**config.mk**
```make
export PLATFORM = sky130hd
export DESIGN_NAME = led_counter_ctrl
export DESIGN_NICKNAME = d
export VERILOG_FILES = /design/src/rtl/led_counter_ctrl.sv
export SDC_FILE = /design/constraint.sdc
export NUM_CORES = 1
export LEC_CHECK = 0
export CORE_AREA = 2 2 117 119
export DETAILED_ROUTE_END_ITERATION = 8
export DIE_AREA = 0 0 119 121
export HOLD_SLACK_MARGIN = 0.08
export SLEW_MARGIN = 20
export SYNTH_ARGS = -nofsm -noshare
export SYNTH_HDL_FRONTEND = slang
export SYNTH_SLANG_ARGS = --single-unit
export TNS_END_PERCENT = 10
```
**constraint.sdc**
```tcl
create_clock -name clk -period 9.3 [get_ports clk]
set_input_delay 0.93 -clock clk [delete_from_list [all_inputs] [get_ports clk]]
set_output_delay 0.93 -clock clk [all_outputs]
set_load 0.05 [all_outputs]
```
**src/rtl/led_counter_ctrl.sv**
```systemverilog
// LED counter controller: command interface drives an 8-bit counter that steps every
// `period` clock cycles while running. Optional down-counting is enabled by LED_CTRL_DOWN_EN.
//
// state | meaning
// IDLE  | counter frozen: leds and prescaler hold, tick stays low
// RUN   | prescaler advances every cycle; leds steps on each terminal count
module led_counter_ctrl #(
    parameter int unsigned CLK_FREQ   = 25_000_000,
    parameter int unsigned DEF_PERIOD = CLK_FREQ / 2
) (
    input  logic        clk,
    input  logic        rst_n,
    input  logic        cmd_valid,
    output logic        cmd_ready,
    input  logic [1:0]  cmd_op,
    input  logic [31:0] cmd_data,
    output logic [7:0]  leds,
    output logic        tick,
    output logic        busy
);

    typedef enum logic {
        IDLE = 1'b0,
        RUN  = 1'b1
    } state_t;

    localparam logic [1:0]  OP_START      = 2'b00;
    localparam logic [1:0]  OP_STOP       = 2'b01;
    localparam logic [1:0]  OP_LOAD       = 2'b10;
    localparam logic [1:0]  OP_SET_PERIOD = 2'b11;
    localparam logic [31:0] PERIOD_RST    = 32'(DEF_PERIOD);

    state_t      state;
    state_t      state_nxt;
    logic [31:0] presc;
    logic [31:0] presc_nxt;
    logic [31:0] period;
    logic [31:0] period_nxt;
    logic [7:0]  leds_nxt;
    logic [7:0]  leds_step;
    logic        tick_nxt;
    logic        ready_nxt;
    logic        accept;
    logic        terminal;

    assign accept    = cmd_valid & cmd_ready;
    assign terminal  = (state == RUN) && (presc == (period - 32'd1));
    assign busy      = (state == RUN);
    assign ready_nxt = ~accept;

`ifdef LED_CTRL_DOWN_EN
    logic dir_down;
    logic dir_down_nxt;

    assign leds_step = dir_down ? (leds - 8'd1) : (leds + 8'd1);

    // Direction is taken from every accepted START, including one issued while running.
    always_comb begin
        dir_down_nxt = dir_down;
        if (accept && (cmd_op == OP_START)) begin
            dir_down_nxt = cmd_data[8];
        end
    end

    always_ff @(posedge clk or negedge rst_n) begin
        if (!rst_n) begin
            dir_down <= 1'b0;
        end else begin
            dir_down <= dir_down_nxt;
        end
    end
`else
    assign leds_step = leds + 8'd1;
`endif

    always_ff @(posedge clk or negedge rst_n) begin
        if (!rst_n) begin
            state <= IDLE;
        end else begin
            state <= state_nxt;
        end
    end

    // Free-running progress first; an accepted command then overrides it, so STOP, LOAD
    // and SET_PERIOD suppress a coincident step while START in RUN lets it through.
    always_comb begin
        state_nxt  = state;
        presc_nxt  = presc;
        period_nxt = period;
        leds_nxt   = leds;
        tick_nxt   = 1'b0;

        if (state == RUN) begin
            if (terminal) begin
                presc_nxt = '0;
                leds_nxt  = leds_step;
                tick_nxt  = 1'b1;
            end else begin
                presc_nxt = presc + 32'd1;
            end
        end

        if (accept) begin
            case (cmd_op)
                OP_START: begin
                    if (state == IDLE) begin
                        state_nxt = RUN;
                        presc_nxt = '0;
                    end
                end
                OP_STOP: begin
                    state_nxt = IDLE;
                    presc_nxt = '0;
                    leds_nxt  = leds;
                    tick_nxt  = 1'b0;
                end
                OP_LOAD: begin
                    presc_nxt = '0;
                    leds_nxt  = cmd_data[7:0];
                    tick_nxt  = 1'b0;
                end
                OP_SET_PERIOD: begin
                    presc_nxt  = '0;
                    period_nxt = (cmd_data == 32'd0) ? 32'd1 : cmd_data;
                    leds_nxt   = leds;
                    tick_nxt   = 1'b0;
                end
                default: begin
                    state_nxt = state;
                end
            endcase
        end
    end

    always_ff @(posedge clk or negedge rst_n) begin
        if (!rst_n) begin
            presc     <= '0;
            period    <= PERIOD_RST;
            leds      <= '0;
            tick      <= 1'b0;
            cmd_ready <= 1'b1;
        end else begin
            presc     <= presc_nxt;
            period    <= period_nxt;
            leds      <= leds_nxt;
            tick      <= tick_nxt;
            cmd_ready <= ready_nxt;
        end
    end

endmodule

```
After elaboration in Yosys (flattened, before gate mapping). Index checks and enable logic that the tools add are counted.

Multipliers: 0. Divide/modulo/power cells: 0. Shift operators: 0. $add $sub $neg: 3. Bitwise gates (word level): 2. Muxes and demuxes: 15. Equality and inequality tests: 5. Magnitude comparators: 0. Reductions and logical operators: 8.

Operator list (number): $mux W32 (5); $pmux W32 S2 (1); $add A32 B1 Y32 const B (1); $eq A32 B32 Y1 (1); $logic_not A32 Y1 (1); $sub A32 B1 Y32 const B (1); $mux W8 (3); $pmux W8 S2 (1); $add A8 B1 Y8 const B (1); $eq A2 B2 Y1 const B (2); $mux W1 (4); $reduce_and A2 Y1 (2); $reduce_or A3 Y1 (1); $eq A2 B1 Y1 const B (1); $logic_not A2 Y1 (1); $ne A2 B2 Y1 const B (1); $pmux W1 S2 (1); $reduce_bool A2 Y1 (1); $reduce_or A2 Y1 (1); $and A1 B1 Y1 (1); $logic_and A1 B1 Y1 (1); $not A1 Y1 (1).

Memory bits (read-only): 0. Memories: 0. Bits in latches: 0. Register bits: 75. Memory bits (writable): 0. Logic and storage cells: 39.

Longest topological paths before layout.
Depth in word-level cells: 8. Gate-level depth with buffers: 11. Gate-level depth less buffers: 11.

Worst setup path before layout. OpenSTA, ideal clock, no wires.

Path type: register to register. Start: register period[4]. End: register leds[0]. Required time: 9176 ps. Period minus slack after synthesis: 3299 ps. Setup slack: 6001 ps. Stages on the path, launching flop included: 12. Data arrival time: 3175 ps. Library setup time: 124 ps. Cells stage by stage: dfrtp_1 buf_6 or4_1 buf_2 nor4_4 xnor2_1 mux2i_1 nor4_1 nand4_2 nor2_1 mux2_1 a211o_1.

Cells in the longest elaborated chain, start to end: 7.

Ends and longest elaborated chain: start: declaration (line 37) `logic [31:0] period;`; start signal: assignment (line 144) `period <= period_nxt;`; $sub A32 B1 Y32 (*) (line 47) `assign terminal = (state == RUN) && (presc == (period - 32'd1));`; $eq A32 B32 Y1 (*) (line 47); $logic_and A1 B1 Y1 (*) (line 47); $mux W8 (*) (line 94) `if (terminal) begin`; $mux W8 (*) (line 93) `if (state == RUN) begin`; $pmux W8 S2 (line 104) `case (cmd_op)`; $mux W8 (*) (line 103) `if (accept) begin`; end signal: assignment (line 145) `leds <= leds_nxt;`; end: declaration (line 17) `output logic [7:0] leds,`.

Mark *: on every way between the ends. The rest lies on a longest branch, timed or not. A chain may end at the register's enable or synchronous reset.

Worst setup path in the final report.
Start: register period[0]. End: register leds[0].

Same word-level chain as after synthesis.

==> impl_metrics.py <==
metrics = {
    "synth": {
        "synth_top_family_by_area": "simple AND/OR/NAND/NOR gates",
        "synth_mux_area_share_pct": 8.18,
        "syn-num-nets": 568,
        "netlist_area_um2": 4890,
        "postSynthCellCount": 528,
        "synth_fa_ha_area_share_pct": 0.767,
        "synth_top_cell_by_area": "dfrtp_1",
        "dominantRegCellSynth": "dfrtp_1",
        "ys_ff_latch": 75,
        "yosys-top-cells-area": "dfrtp_1 32%, mux2_2 7.1%, dfstp_2 7.0%, xnor2_1 5.9%, xor2_1 5.7%",
        "synthTopCellsByCount": "62 x dfrtp_1, 62 x nor2_1, 38 x nand2_1",
        "syn_avg_cell_area_um2": 9.27,
        "synth.top_cell.area_share_pct": 31.7,
        "synth_xor_xnor_area_share_pct": 11.6,
        "synth_edf_count": 0,
        "synth_seq_area_share_pct": 38.7,
        "yosysWarnings": 0,
        "synth_compound_gate_area_share_pct": 10.4,
        "synth-async-reset-ratio_pct": 100,
        "yosys.area_share.simple_pct": 28.0,
        "synth.distinct_cells": 67,
    },
    "global_route": {
        "grt_max_degree": 76,
        "grt.busiest_layer": "met2",
        "use_met1_pct": 28.2,
        "antenna_found_initial": 0,
        "grtUsageMet2_pct": 28.6,
        "track_usage_pct": 19.1,
        "grt_pass1_vias": 4199,
        "grt_first_pass_wirelength_mm": 21.8,
        "grt-ovfl-total": 0,
        "use_met3_pct": 2.73,
    },
    "power": {
        "p_leak_nw": 2.29,
        "powerDensity_nw_per_um2": 191,
        "ir_drop_v": 0.000113,
    },
    "sta": {
        "tns_ps": 0,
        "post-route-period-util_pct": 42.5,
        "fmax_ghz": 0.253,
        "maxSlewViolCount": 0,
        "rsz0062_at_grt": "false",
        "finalSetupViolCount": 0,
        "fin_crit_ps": 3950,
        "worst_clock_skew_ps": 6.41,
        "hold_viol": 0,
        "slew_headroom_pct": 35.9,
        "tightest_slew_ps": 961,
        "whs_ps": 549,
    },
    "routing": {
        "dr_total_vias": 4261,
        "route.detailed.drc": 0,
        "ant_nets": 0,
        "drtIter0Drc": 255,
        "detail_route.wl_per_cell_um": 17.9,
        "drtPass1Iterations": 5,
        "wl_mm": 13.3,
        "viasPerCell": 5.70,
    },
    "cells_and_area": {
        "drive_above_1_share_pct": 12.8,
        "fin_nets": 607,
        "diodes": 0,
        "synthToLayoutAreaGrowth_pct": 18.4,
    },
    "clocking": {
        "clk_pin_slew_ps": 60,
        "clock-root-buffer": "clkbuf_16",
        "clock_insertion_delay_worst_skew_ps": 340,
        "hold_buffers": 0,
        "cts_tree": "done",
        "htreeDepth": 3,
        "cts_resized": 0,
        "cts.sinks": 75,
        "cts_setup_buffers": 0,
        "numCtsBuffers": 9,
        "clockBufferDepth": 2,
    },
    "critical_path": {
        "path_class": "reg2reg",
        "arrival_ps": 4180,
        "end_kind": "flip-flop",
        "start_kind": "flip-flop",
        "path_max_fanout": 9,
        "cp.required_ps": 9530,
    },
    "status": {
        "status": "finished clean",
    },
    "floorplanning": {
        "die-area_um2": 14400,
        "core_area_um2": 13100,
        "chipHeight_um": 121,
        "io-pin-count": 48,
        "start_util_pct": 37.4,
        "die_w_um": 119,
        "num_rows": 42,
    },
    "placed_design": {
        "port_buffers": 47,
        "place.detailed.hpwl_mm": 9.95,
        "globalplace.congestion": 0.901,
    },
    "worst_hold_path": {
        "hp-class": "reg2reg",
    },
    "run": {
        "max-cap-violations": 0,
    },
}
==> critical path, stage by stage (launching register included) <==
cell	delay (ps)
dfrtp_1	420
inv_1	110
ha_1	210
or3b_2	520
nor4_4	580
and4_1	300
o21bai_1	70
nor4_1	330
nand4_2	320
nor2_1	360
mux2_1	360
a211o_1	260
==> cells by family (layout without fill, tap and decap cells) <==
kind of cell	after synthesis	after routing
muxes	36	36
and+or+nand+nor	250	250
adders and majority gates	3	3
buffers and inverters	27	70
DFF	75	75
xor gates and xnor gates	65	65
AOI/OAI and AO/OA	72	72
==> sequential cells by signal, summed over array words and instances, names as in the netlist <==
| name | flops |
|---|---|
| period | 32 |
| presc | 32 |
| cmd_ready | 1 |
| tick | 1 |
| busy | 1 |
| leds | 8 |
==> final timing paths <==
path | start | to | slack [ps] | cells after the start
min reg2reg | period[31]$_DFFE_PN0P_ | period[31]$_DFFE_PN0P_ | 550 | 1
max | period[0]$_DFFE_PN0P_ | leds[0]$_DFFE_PN0P_ | 5350 | 11
min in group asynchronous | rst_n | presc[25]$_DFF_PN0_ | 730 | 1
max in group asynchronous | rst_n | presc[0]$_DFF_PN0_ | 7940 | 1
min | period[31]$_DFFE_PN0P_ | period[31]$_DFFE_PN0P_ | 550 | 1
max reg2reg | period[0]$_DFFE_PN0P_ | leds[0]$_DFFE_PN0P_ | 5350 | 11
==> routing by layer <==
| layer | vias up | part of all wire (%) |
|---|---|---|
| met2 | 96 | 44 |
| met4 | 0 | 1.7 |
| met1 | 2123 | 51 |
| met5 | - | 0 |
| li1 | 2028 | - |
| met3 | 14 | 3.6 |
==> final cells by class <==
class | count | area (um^2)
inverters | 6 | 22.5
fillers | 1271 | 7290
clock buffers | 12 | 236
clock inverters | 3 | 40.0
multi-input cells | 426 | 2900
well taps | 176 | 220
repair buffers | 49 | 483
flip-flops and latches | 75 | 1890
==> cell usage in the layout, fill, tap and decap left out, drive strengths merged, types with 4 or more instances in the layout <==
| cell type | count |
|---|---|
| nor2 | 62 |
| dfrtp | 62 |
| clkdlybuf4s50 | 46 |
| nand2 | 38 |
| xnor2 | 33 |
| xor2 | 32 |
| mux2 | 32 |
| nor4 | 25 |
| nor3 | 22 |
| nand4 | 20 |
| nand3 | 18 |
| and3 | 16 |
| dfstp | 13 |
| a21oi | 12 |
| o21ai | 12 |
| clkbuf | 12 |
| or4 | 8 |
| and2 | 7 |
| a211oi | 7 |
| inv | 6 |
| nand2b | 6 |
| or3 | 5 |
| and4 | 5 |
| o22ai | 5 |
| mux2i | 4 |
| nor2b | 4 |
==> per-stage QoR <==
stage                     cells  worst slack (ps)  power [mW]  cell area, um^2  utilization [%]
final                       747              5350        1.11             5790             44.3
after global routing        747              5150        1.17             5790             44.3
after CTS                   747              5370        1.11             5790             44.3
after detailed placement    732              5400       0.771             5520             42.2
after global placement      732              5390       0.762             5510             42.1
after floorplan             528              6000       0.666             4890                -
==> report_power, final <==
group	internal [mW]	leakage (nW)	switching (mW)
clock network	0.205	0.136	0.129
registers	0.382	0.940	0.0866
logic	0.137	1.21	0.166
(Power assumes the default switching activity.)
